<file path="config.mk">
export PLATFORM = sky130hd
export DESIGN_NAME = hash_work_scheduler
export DESIGN_NICKNAME = d
export VERILOG_FILES = /design/src/rtl/hash_work_scheduler_pkg.sv /design/src/rtl/hash_work_scheduler_gn_fifo.sv /design/src/rtl/hash_work_scheduler.sv
export SDC_FILE = /design/constraint.sdc
export NUM_CORES = 1
export LEC_CHECK = 0
export ABC_AREA = 1
export BUFFER_PORTS_ARGS = -buffer_cell sky130_fd_sc_hd__buf_4
export CORE_AREA = 2 2 341 343
export DETAILED_ROUTE_END_ITERATION = 10
export DIE_AREA = 0 0 343 345
export PLACE_DENSITY = 0.53
export SYNTH_ARGS = -nofsm -noshare
export SYNTH_HDL_FRONTEND = slang
export SYNTH_SLANG_ARGS = --single-unit
</file>
<file path="constraint.sdc">
create_clock -name hash_clk -period 5.78 [get_ports hash_clk]
set_input_delay 1.156 -clock hash_clk [delete_from_list [all_inputs] [get_ports hash_clk]]
set_output_delay 1.156 -clock hash_clk [all_outputs]
set_load 0.05 [all_outputs]
</file>
<file path="src/rtl/hash_work_scheduler_pkg.sv">
// ============================================================================
// Module   : hash_work_scheduler_pkg
// Brief    : Shared state encodings, widths and helpers for the hash scheduler.
// Revision : 1.0 - initial release
// ============================================================================
`default_nettype none

package hash_work_scheduler_pkg;

    localparam logic [1:0] S_IDLE  = 2'd0;
    localparam logic [1:0] S_FILL  = 2'd1;
    localparam logic [1:0] S_RUN   = 2'd2;
    localparam logic [1:0] S_DRAIN = 2'd3;

    localparam int unsigned c_nonce_w    = 32;
    localparam int unsigned c_midstate_w = 256;
    localparam int unsigned c_data_w     = 96;

    localparam logic [31:0] c_default_golden_target = 32'hA41F32E7;

    // Nonce counters wrap naturally at 2^32.
    function automatic logic [c_nonce_w-1:0] nonce_inc(input logic [c_nonce_w-1:0] n);
        return n + c_nonce_w'(1);
    endfunction

endpackage

`default_nettype wire

</file>
<file path="src/rtl/hash_work_scheduler_gn_fifo.sv">
// ============================================================================
// Module   : sched_gn_fifo
// Brief    : Synchronous golden-nonce FIFO; push while full is dropped unless
//            a pop happens in the same cycle, and sets a sticky overflow flag.
// Revision : 1.0 - initial release
// ============================================================================
`default_nettype none

module sched_gn_fifo
    import hash_work_scheduler_pkg::*;
#(
    parameter int unsigned WIDTH = c_nonce_w,
    parameter int unsigned DEPTH = 4
) (
    input  logic             hash_clk,
    input  logic             reset,
    input  logic             push,
    input  logic [WIDTH-1:0] push_data,
    input  logic             pop,
    output logic             valid,
    output logic [WIDTH-1:0] head_data,
    output logic             overflow
);

    localparam int unsigned       c_aw    = (DEPTH > 1) ? $clog2(DEPTH) : 1;
    localparam logic [c_aw:0]     c_depth = (c_aw + 1)'(DEPTH);

    logic [WIDTH-1:0] r_mem [DEPTH];
    logic [c_aw-1:0]  r_wr_ptr;
    logic [c_aw-1:0]  r_rd_ptr;
    logic [c_aw:0]    r_count;
    logic             r_overflow;

    logic w_pop;
    logic w_full;
    logic w_push;

    assign w_pop  = pop && (r_count != '0);
    assign w_full = (r_count == c_depth);
    // A pop in the same cycle frees the slot, so a push on full still lands.
    assign w_push = push && (!w_full || w_pop);

    always_ff @(posedge hash_clk) begin
        if (reset) begin
            for (int i = 0; i < int'(DEPTH); i++) begin
                r_mem[i] <= '0;
            end
            r_wr_ptr   <= '0;
            r_rd_ptr   <= '0;
            r_count    <= '0;
            r_overflow <= 1'b0;
        end else begin
            if (w_push) begin
                r_mem[r_wr_ptr] <= push_data;
                r_wr_ptr        <= r_wr_ptr + c_aw'(1);
            end
            if (w_pop) begin
                r_rd_ptr <= r_rd_ptr + c_aw'(1);
            end
            if (w_push && !w_pop) begin
                r_count <= r_count + (c_aw + 1)'(1);
            end else if (!w_push && w_pop) begin
                r_count <= r_count - (c_aw + 1)'(1);
            end
            if (push && !w_push) begin
                r_overflow <= 1'b1;
            end
        end
    end

    assign valid     = (r_count != '0);
    assign head_data = r_mem[r_rd_ptr];
    assign overflow  = r_overflow;

endmodule

`default_nettype wire

</file>
<file path="src/rtl/hash_work_scheduler.sv">
// ============================================================================
// Module   : hash_work_scheduler
// Brief    : Feeds one SHA-256d pipeline a nonce per cycle, realigns results
//            with their nonce across the fixed latency, queues golden nonces.
//            Optional: SCHED_PENDING_WORK_EN adds a one-entry work buffer.
// Revision : 1.0 - initial release
// ============================================================================
`default_nettype none

module hash_work_scheduler
    import hash_work_scheduler_pkg::*;
#(
    parameter int unsigned PIPE_LATENCY  = 254,
    parameter logic [31:0] GOLDEN_TARGET = c_default_golden_target,
    parameter int unsigned GN_FIFO_DEPTH = 4
) (
    input  logic                    hash_clk,
    input  logic                    reset,
    input  logic                    work_valid,
    output logic                    work_ready,
    input  logic [c_midstate_w-1:0] work_midstate,
    input  logic [c_data_w-1:0]     work_data,
    input  logic [c_nonce_w-1:0]    work_nonce_start,
    input  logic [c_nonce_w-1:0]    work_nonce_end,
    output logic [c_midstate_w-1:0] hasher_midstate,
    output logic [c_data_w-1:0]     hasher_data,
    output logic [c_nonce_w-1:0]    hasher_nonce,
    input  logic [31:0]             hasher_hash,
    output logic                    gn_valid,
    input  logic                    gn_ready,
    output logic [c_nonce_w-1:0]    gn_nonce,
    output logic                    busy,
    output logic                    gn_overflow
);

    localparam int unsigned           c_fill_w    = (PIPE_LATENCY > 1) ? $clog2(PIPE_LATENCY) : 1;
    localparam logic [c_fill_w-1:0]   c_fill_last = c_fill_w'(PIPE_LATENCY - 1);

    logic [1:0]              r_state;
    logic [c_nonce_w-1:0]    r_issue_nonce;
    logic [c_nonce_w-1:0]    r_check_nonce;
    logic [c_nonce_w-1:0]    r_end;
    logic                    r_issue_active;
    logic [c_fill_w-1:0]     r_fill_cnt;
    logic [c_midstate_w-1:0] r_midstate;
    logic [c_data_w-1:0]     r_data;

    logic                    w_start;
    logic [c_midstate_w-1:0] w_start_midstate;
    logic [c_data_w-1:0]     w_start_data;
    logic [c_nonce_w-1:0]    w_start_nonce;
    logic [c_nonce_w-1:0]    w_start_end;
    logic                    w_check_en;
    logic                    w_hit;

`ifdef SCHED_PENDING_WORK_EN
    logic                    r_pend_full;
    logic [c_midstate_w-1:0] r_pend_midstate;
    logic [c_data_w-1:0]     r_pend_data;
    logic [c_nonce_w-1:0]    r_pend_start;
    logic [c_nonce_w-1:0]    r_pend_end;
    logic                    w_accept;
    logic                    w_start_pend;

    assign work_ready   = !r_pend_full;
    assign w_accept     = work_valid && work_ready;
    // Buffered work launches from IDLE, one cycle after the previous range ends.
    assign w_start_pend = r_pend_full && (r_state == S_IDLE);
    assign w_start      = w_start_pend || (w_accept && (r_state == S_IDLE));

    assign w_start_midstate = w_start_pend ? r_pend_midstate : work_midstate;
    assign w_start_data     = w_start_pend ? r_pend_data     : work_data;
    assign w_start_nonce    = w_start_pend ? r_pend_start    : work_nonce_start;
    assign w_start_end      = w_start_pend ? r_pend_end      : work_nonce_end;

    always_ff @(posedge hash_clk) begin
        if (reset) begin
            r_pend_full     <= 1'b0;
            r_pend_midstate <= '0;
            r_pend_data     <= '0;
            r_pend_start    <= '0;
            r_pend_end      <= '0;
        end else if (w_start_pend) begin
            r_pend_full <= 1'b0;
        end else if (w_accept && (r_state != S_IDLE)) begin
            r_pend_full     <= 1'b1;
            r_pend_midstate <= work_midstate;
            r_pend_data     <= work_data;
            r_pend_start    <= work_nonce_start;
            r_pend_end      <= work_nonce_end;
        end
    end
`else
    // New work always preempts whatever range is in flight.
    assign work_ready       = 1'b1;
    assign w_start          = work_valid;
    assign w_start_midstate = work_midstate;
    assign w_start_data     = work_data;
    assign w_start_nonce    = work_nonce_start;
    assign w_start_end      = work_nonce_end;
`endif

    assign w_check_en = (r_state == S_RUN) || (r_state == S_DRAIN);
    assign w_hit      = w_check_en && (hasher_hash == GOLDEN_TARGET);

    always_ff @(posedge hash_clk) begin
        if (reset) begin
            r_state        <= S_IDLE;
            r_issue_nonce  <= '0;
            r_check_nonce  <= '0;
            r_end          <= '0;
            r_issue_active <= 1'b0;
            r_fill_cnt     <= '0;
            r_midstate     <= '0;
            r_data         <= '0;
        end else if (w_start) begin
            r_midstate     <= w_start_midstate;
            r_data         <= w_start_data;
            r_issue_nonce  <= w_start_nonce;
            r_check_nonce  <= w_start_nonce;
            r_end          <= w_start_end;
            r_fill_cnt     <= '0;
            r_issue_active <= 1'b1;
            r_state        <= S_FILL;
        end else begin
            if (r_issue_active) begin
                if (r_issue_nonce == r_end) begin
                    r_issue_active <= 1'b0;
                end else begin
                    r_issue_nonce <= nonce_inc(r_issue_nonce);
                end
            end
            case (r_state)
                S_FILL: begin
                    r_fill_cnt <= r_fill_cnt + c_fill_w'(1);
                    if (r_fill_cnt == c_fill_last) begin
                        r_state <= r_issue_active ? S_RUN : S_DRAIN;
                    end
                end
                S_RUN, S_DRAIN: begin
                    r_check_nonce <= nonce_inc(r_check_nonce);
                    if (r_check_nonce == r_end) begin
                        r_state <= S_IDLE;
                    end else if (!r_issue_active) begin
                        r_state <= S_DRAIN;
                    end
                end
                default: ;
            endcase
        end
    end

    sched_gn_fifo #(
        .WIDTH (c_nonce_w),
        .DEPTH (GN_FIFO_DEPTH)
    ) u_gn_fifo (
        .hash_clk  (hash_clk),
        .reset     (reset),
        .push      (w_hit),
        .push_data (r_check_nonce),
        .pop       (gn_ready),
        .valid     (gn_valid),
        .head_data (gn_nonce),
        .overflow  (gn_overflow)
    );

    assign hasher_midstate = r_midstate;
    assign hasher_data     = r_data;
    assign hasher_nonce    = r_issue_nonce;
    assign busy            = (r_state != S_IDLE);

endmodule

`default_nettype wire

</file>
== After elaboration in Yosys (flattened, before gate mapping) ==
Memories as Yosys holds them, arrays and structs flattened. A register that Yosys moved wholly into a read port is not among the register bits.
Index checks and enable logic that the tools add are counted.
Cells by class
  muxes and demuxes: 26
  div/mod/pow operators: 0
  $lt $le $gt $ge: 0
  reduce and logical (&&, ||, !) cells: 24
  multipliers: 0
  shift operators: 0
  bitwise gates (word level): 0
  equality and inequality tests: 13
  add/sub/neg operators: 7
Operator list (count)
  $mux W32: 6
  $add A32 B1 Y32 const B: 2
  $eq A32 B32 Y1: 2
  $eq A32 B32 Y1 const B: 1
  $reduce_or A32 Y1: 1
  $mux W2: 6
  $mux W1: 11
  $reduce_bool A2 Y1: 5
  $add A8 B1 Y8 const B: 1
  $eq A8 B8 Y1 const B: 1
  $logic_and A1 B1 Y1: 6
  $mux W3: 2
  $ne A3 B3 Y1 const B: 2
  $reduce_and A3 Y1: 2
  $reduce_bool A3 Y1: 2
  $add A2 B1 Y2 const B: 2
  $eq A2 B2 Y1 const B: 2
  $ne A2 B2 Y1 const B: 2
  $ne A4 B4 Y1 const B: 1
  $pmux W2 S2: 1
  $reduce_or A2 Y1: 2
  $add A3 B1 Y3 const B: 1
  $eq A3 B3 Y1 const B: 1
  $logic_not A1 Y1: 3
  4 further kinds: 5
Word-level totals
  bits in read-only memories: 0
  RAM bits: 128
  bits in registers: 467
  memories kept: 1
  bits in latches: 0
  logic and storage cells: 84
Memories
  u_gn_fifo.r_mem: depth 4, width 32, read ports 1, clocked after Yosys merged registers in 1, write ports 4, line hash_work_scheduler_gn_fifo.sv:28  | logic [WIDTH-1:0] r_mem [DEPTH];

== Logic depth before layout (Yosys ltp) ==
  depth after elaboration: 9
  mapped depth: 14
  depth with buffers taken out: 14

== Hierarchy ==
From an unflattened synthesis, not the netlist that was laid out.
Second synthesis, totals
  cells, all modules: 3262
  area, all modules: 25268.0 um2
Modules (own cells, without submodules)
  hash_work_scheduler: times used 1, area an instance 18993.2 um2, cells an instance 2676, seq. area each 9188.8 um2
  sched_gn_fifo: times used 1, area an instance 6274.8 um2, cells an instance 586, seq. area each 4043.9 um2

== Worst setup path after synthesis ==
OpenSTA, ideal clock, no wires.
  kind: input-to-reg
  from: input hasher_hash[30]
  to: memory u_gn_fifo.r_mem[1][0] (netlist bit), enable pin
  buffers on the path: 0
  required time: 5.314 ns
  slack: 1.196 ns
  cell stages on the path: 6
  arrival: 4.118 ns
  library setup time: 0.466 ns
  cell sequence: nand3b_1 nor3_1 nand3_1 nor2_4 inv_1 o21ai_0
RTL lines
  from (decl): line hash_work_scheduler.sv:28  | input logic [31:0] hasher_hash,
  to (decl): line hash_work_scheduler_gn_fifo.sv:28

==> flow_summary.toml <==
[outcome]
outcome = "completed"

[die]
io-pin-count = 872
num_rows = 125
die_h_um = 345
dieArea_mm2 = 0.1183
initial_core_util_pct = 21.64
dieWidth_um = 343
core_area_mm2 = 0.1151

[sta]
setup-violations-final = 0
min_period_ns = 3.584
worstMarginPinSlew_ns = 1.170
finClkSkew_ns = 0.03284
fmax_ghz = 0.2790
drv_slew = 0
fin_crit_sh_pct = 62.01
rsz0062_at_grt = "no"
hold_viol = 0
setup_tns_ns = 0
setup_ws_ns = 2.196
max_slew_margin_pct = 22.01

[hold_path]
min_from = "r_fill_cnt[4]$_SDFFE_PP0N_"
hp-class = "reg -> reg"

[pwr]
leakage_nw = 15.17
power.switching_mw = 4.285
finalPower_mw = 12.68
clock_power_share_pct = 40.0
switching_share_pct = 33.80
comb_power_share_pct = 22.6
p_int_mw = 8.394
ir_worst_vdd_v = 0.0002365
power_frac_seq_pct = 37.4
powerDensity_mw_per_mm2 = 357.7

[final_layout]
final.fill_count = 12400
fin_cells = 5580
multi_input_comb_area_mm2 = 0.01036
syn_to_final_growth_pct = 42.25
drive_gt1_share_pct = 26.50
nNetsFinal = 4445
layout_commonest_cell = "nor2_1"
most-common-layout-cells = "nor2_1, buf_4, o21ai_0"
fin_util_pct = 30.79
regArea_mm2 = 0.01323

[cts]
clock_latency_ns = 0.65
postCtsSetupRepairBufs = 0
numCtsBuffers = 74
ctsHoldBuffers = 0
clock-sinks = 597
h-tree-depth = 3
cts_buffer_depth = 3
cts.clk_slew.worst_paths_ns = 0.06
cts_root_buf = "clkbuf_16"
ctsResizeCount = 0
cts_tree = "done"

[synthesis]
synth_top_area_share_pct = 37.69
synth_top_cell_by_area = "dfxtp_1"
yosysWarnings = 0
synth_nets = 3680
yosysUniqueCellTypes = 42
ys_seq_elements = 597
synth_area_per_cell_um2 = 7.732
synthCells = 3222
synthArstFlopShare_pct = 0
synth_area_leaders = "dfxtp_1, edfxtp_1, nor2_1"
synth_edf_count = 128
syn_area_mm2 = 0.02491
synth_ff_type = "dfxtp_1"
yosysSeqAreaShare_pct = 53.12

[setup_path]
arrival_ns = 2.43
crit_type = "reg -> out"
worstPathMaxFanout = 64
r2r_cells = 9
timing.rr.end = "u_gn_fifo.r_mem[0][23]$_SDFFCE_PN0P_"
reg2reg_slack_ns = 3.00
r2r-start = "u_gn_fifo.r_count[0]$_SDFFE_PP0P_"
endpoint = "gn_nonce[3]"
startpoint_type = "flip-flop"
required_ns = 4.62
crit_path_end_kind = "output port"

[placement]
place.gp.congestion = 0.9527
place_hpwl_mm = 86.88
place_ws_ns = 2.041
io_buffers = 870
dpl.cell_count = 5435

[routing]
drt_iter0_drc = 2075
drc = 0
wl_per_cell_um = 21.12
vias = 24799
drt_pass1_iterations = 5
viasPerCell = 4.444
antenna_left = 0
totalWireLength_mm = 117.8

[flow_run]
drv_cap = 0

[global_routing]
grt.total_usage_pct = 19.06
grt_antenna_before_repair = 14
grt_pass1_vias = 24193
grt_first_pass_wirelength_mm = 166.9
globalRoute.totalOverflow = 0
grt_start_max_net_pins = 209
## metrics by stage
step | cell area (µm²) | hold slack, ns
after CTS | 35420 | 0.4505
after global routing | 35440 | 0.4912
after floorplan | 24910 | 0.4233
final | 35440 | 0.4457
after detailed placement | 32780 | 0.4424
after global placement | 32780 | 0.4346
## sequential cells by signal, summed over array words and instances (netlist names), 3 cells and up, named ones only
register	flops
hasher_midstate	256
u_gn_fifo.r_mem	128
hasher_data	96
hasher_nonce	32
r_check_nonce	32
r_end	32
r_fill_cnt	8
u_gn_fifo.r_count	3
## metal layers
layer  global-route usage (%)  vias up  wire (µm)
met2                    32.06      908      57100
li1                         -    12048          -
met5                        0        -          0
met4                    7.477        0       4129
met1                    21.48    11677      44250
met3                    7.491      166      12350
## worst min path at each step
stage / to / slack, ns / cells after the start
6_report: r_fill_cnt[4]$_SDFFE_PP0N_ / 0.45 / 2
2_1_floorplan: r_fill_cnt[4]$_SDFFE_PP0N_ / 0.42 / 2
4_1_cts: r_fill_cnt[4]$_SDFFE_PP0N_ / 0.45 / 2
5_1_grt: r_fill_cnt[4]$_SDFFE_PP0N_ / 0.49 / 2
3_3_place_gp: r_fill_cnt[4]$_SDFFE_PP0N_ / 0.43 / 2
3_5_place_dp: r_fill_cnt[4]$_SDFFE_PP0N_ / 0.44 / 2
## area by class of cell
| type | count | share of cell area, % |
|---|---|---|
| Antenna cell | 7 | 0.04943 |
| Clock buffer | 95 | 5.801 |
| Clock inverter | 43 | 1.659 |
| Inverter | 130 | 1.419 |
| Multi-Input combinational cell | 2288 | 29.24 |
| Sequential cell | 597 | 37.34 |
| Tap cell | 1524 | 5.381 |
| Timing Repair Buffer | 896 | 19.11 |
## power groups by stage
| stage | combinational [mW] | clock, mW | sequential (mW) |
|---|---|---|---|
| 2_1_floorplan | 1.15 | 0 | 5.39 |
| 3_3_place_gp | 2.87 | 0 | 4.82 |
| 3_5_place_dp | 2.88 | 0 | 4.82 |
| 4_1_cts | 2.89 | 5.20 | 4.74 |
| 5_1_grt | 3.05 | 5.35 | 4.77 |
| 6_report | 2.87 | 5.07 | 4.74 |
## worst max-delay path, cell delays in order (launching register included)
cell and delay (ns):
dfxtp_2 0.43, clkinv_1 0.08, buf_4 0.53, o21ai_0 0.16
o22ai_1 0.27, buf_4 0.27
## logic make-up (layout without fill, tap and decap cells)
family / count (synthesis) / in the layout / synth area share (%)
and+or+nand+nor: 1567 / 1567 / 25.39
DFF: 597 / 597 / 53.12
other: 1 / 8 / 0.01505
AOI/OAI and AO/OA: 645 / 645 / 13.35
xor gates and xnor gates: 69 / 69 / 2.426
adders and majority gates: 6 / 6 / 0.3315
buffers and inverters: 337 / 1164 / 5.369
## Yosys cell counts, types with 2 or more instances
master    number
a21boi_0      14
a21oi_1       89
a31oi_1       14
buf_1         20
buf_2         24
buf_4          6
buf_6          2
clkbuf_1     151
clkbuf_2       4
clkinv_1       2
dfxtp_1      469
edfxtp_1     128
ha_1           5
inv_1        118
inv_2         10
nand2_1      371
nand2_2        5
nand3_1       72
nand3b_1       8
nand4_1       21
nor2_1       984
nor2_2         6
nor2_4         3
nor3_1        75
nor3_2        11
o21ai_0      492
o22ai_1       34
or2_2          3
xnor2_1       48
xor2_1        21
Note: power is estimated with default switching activity, not from simulation.
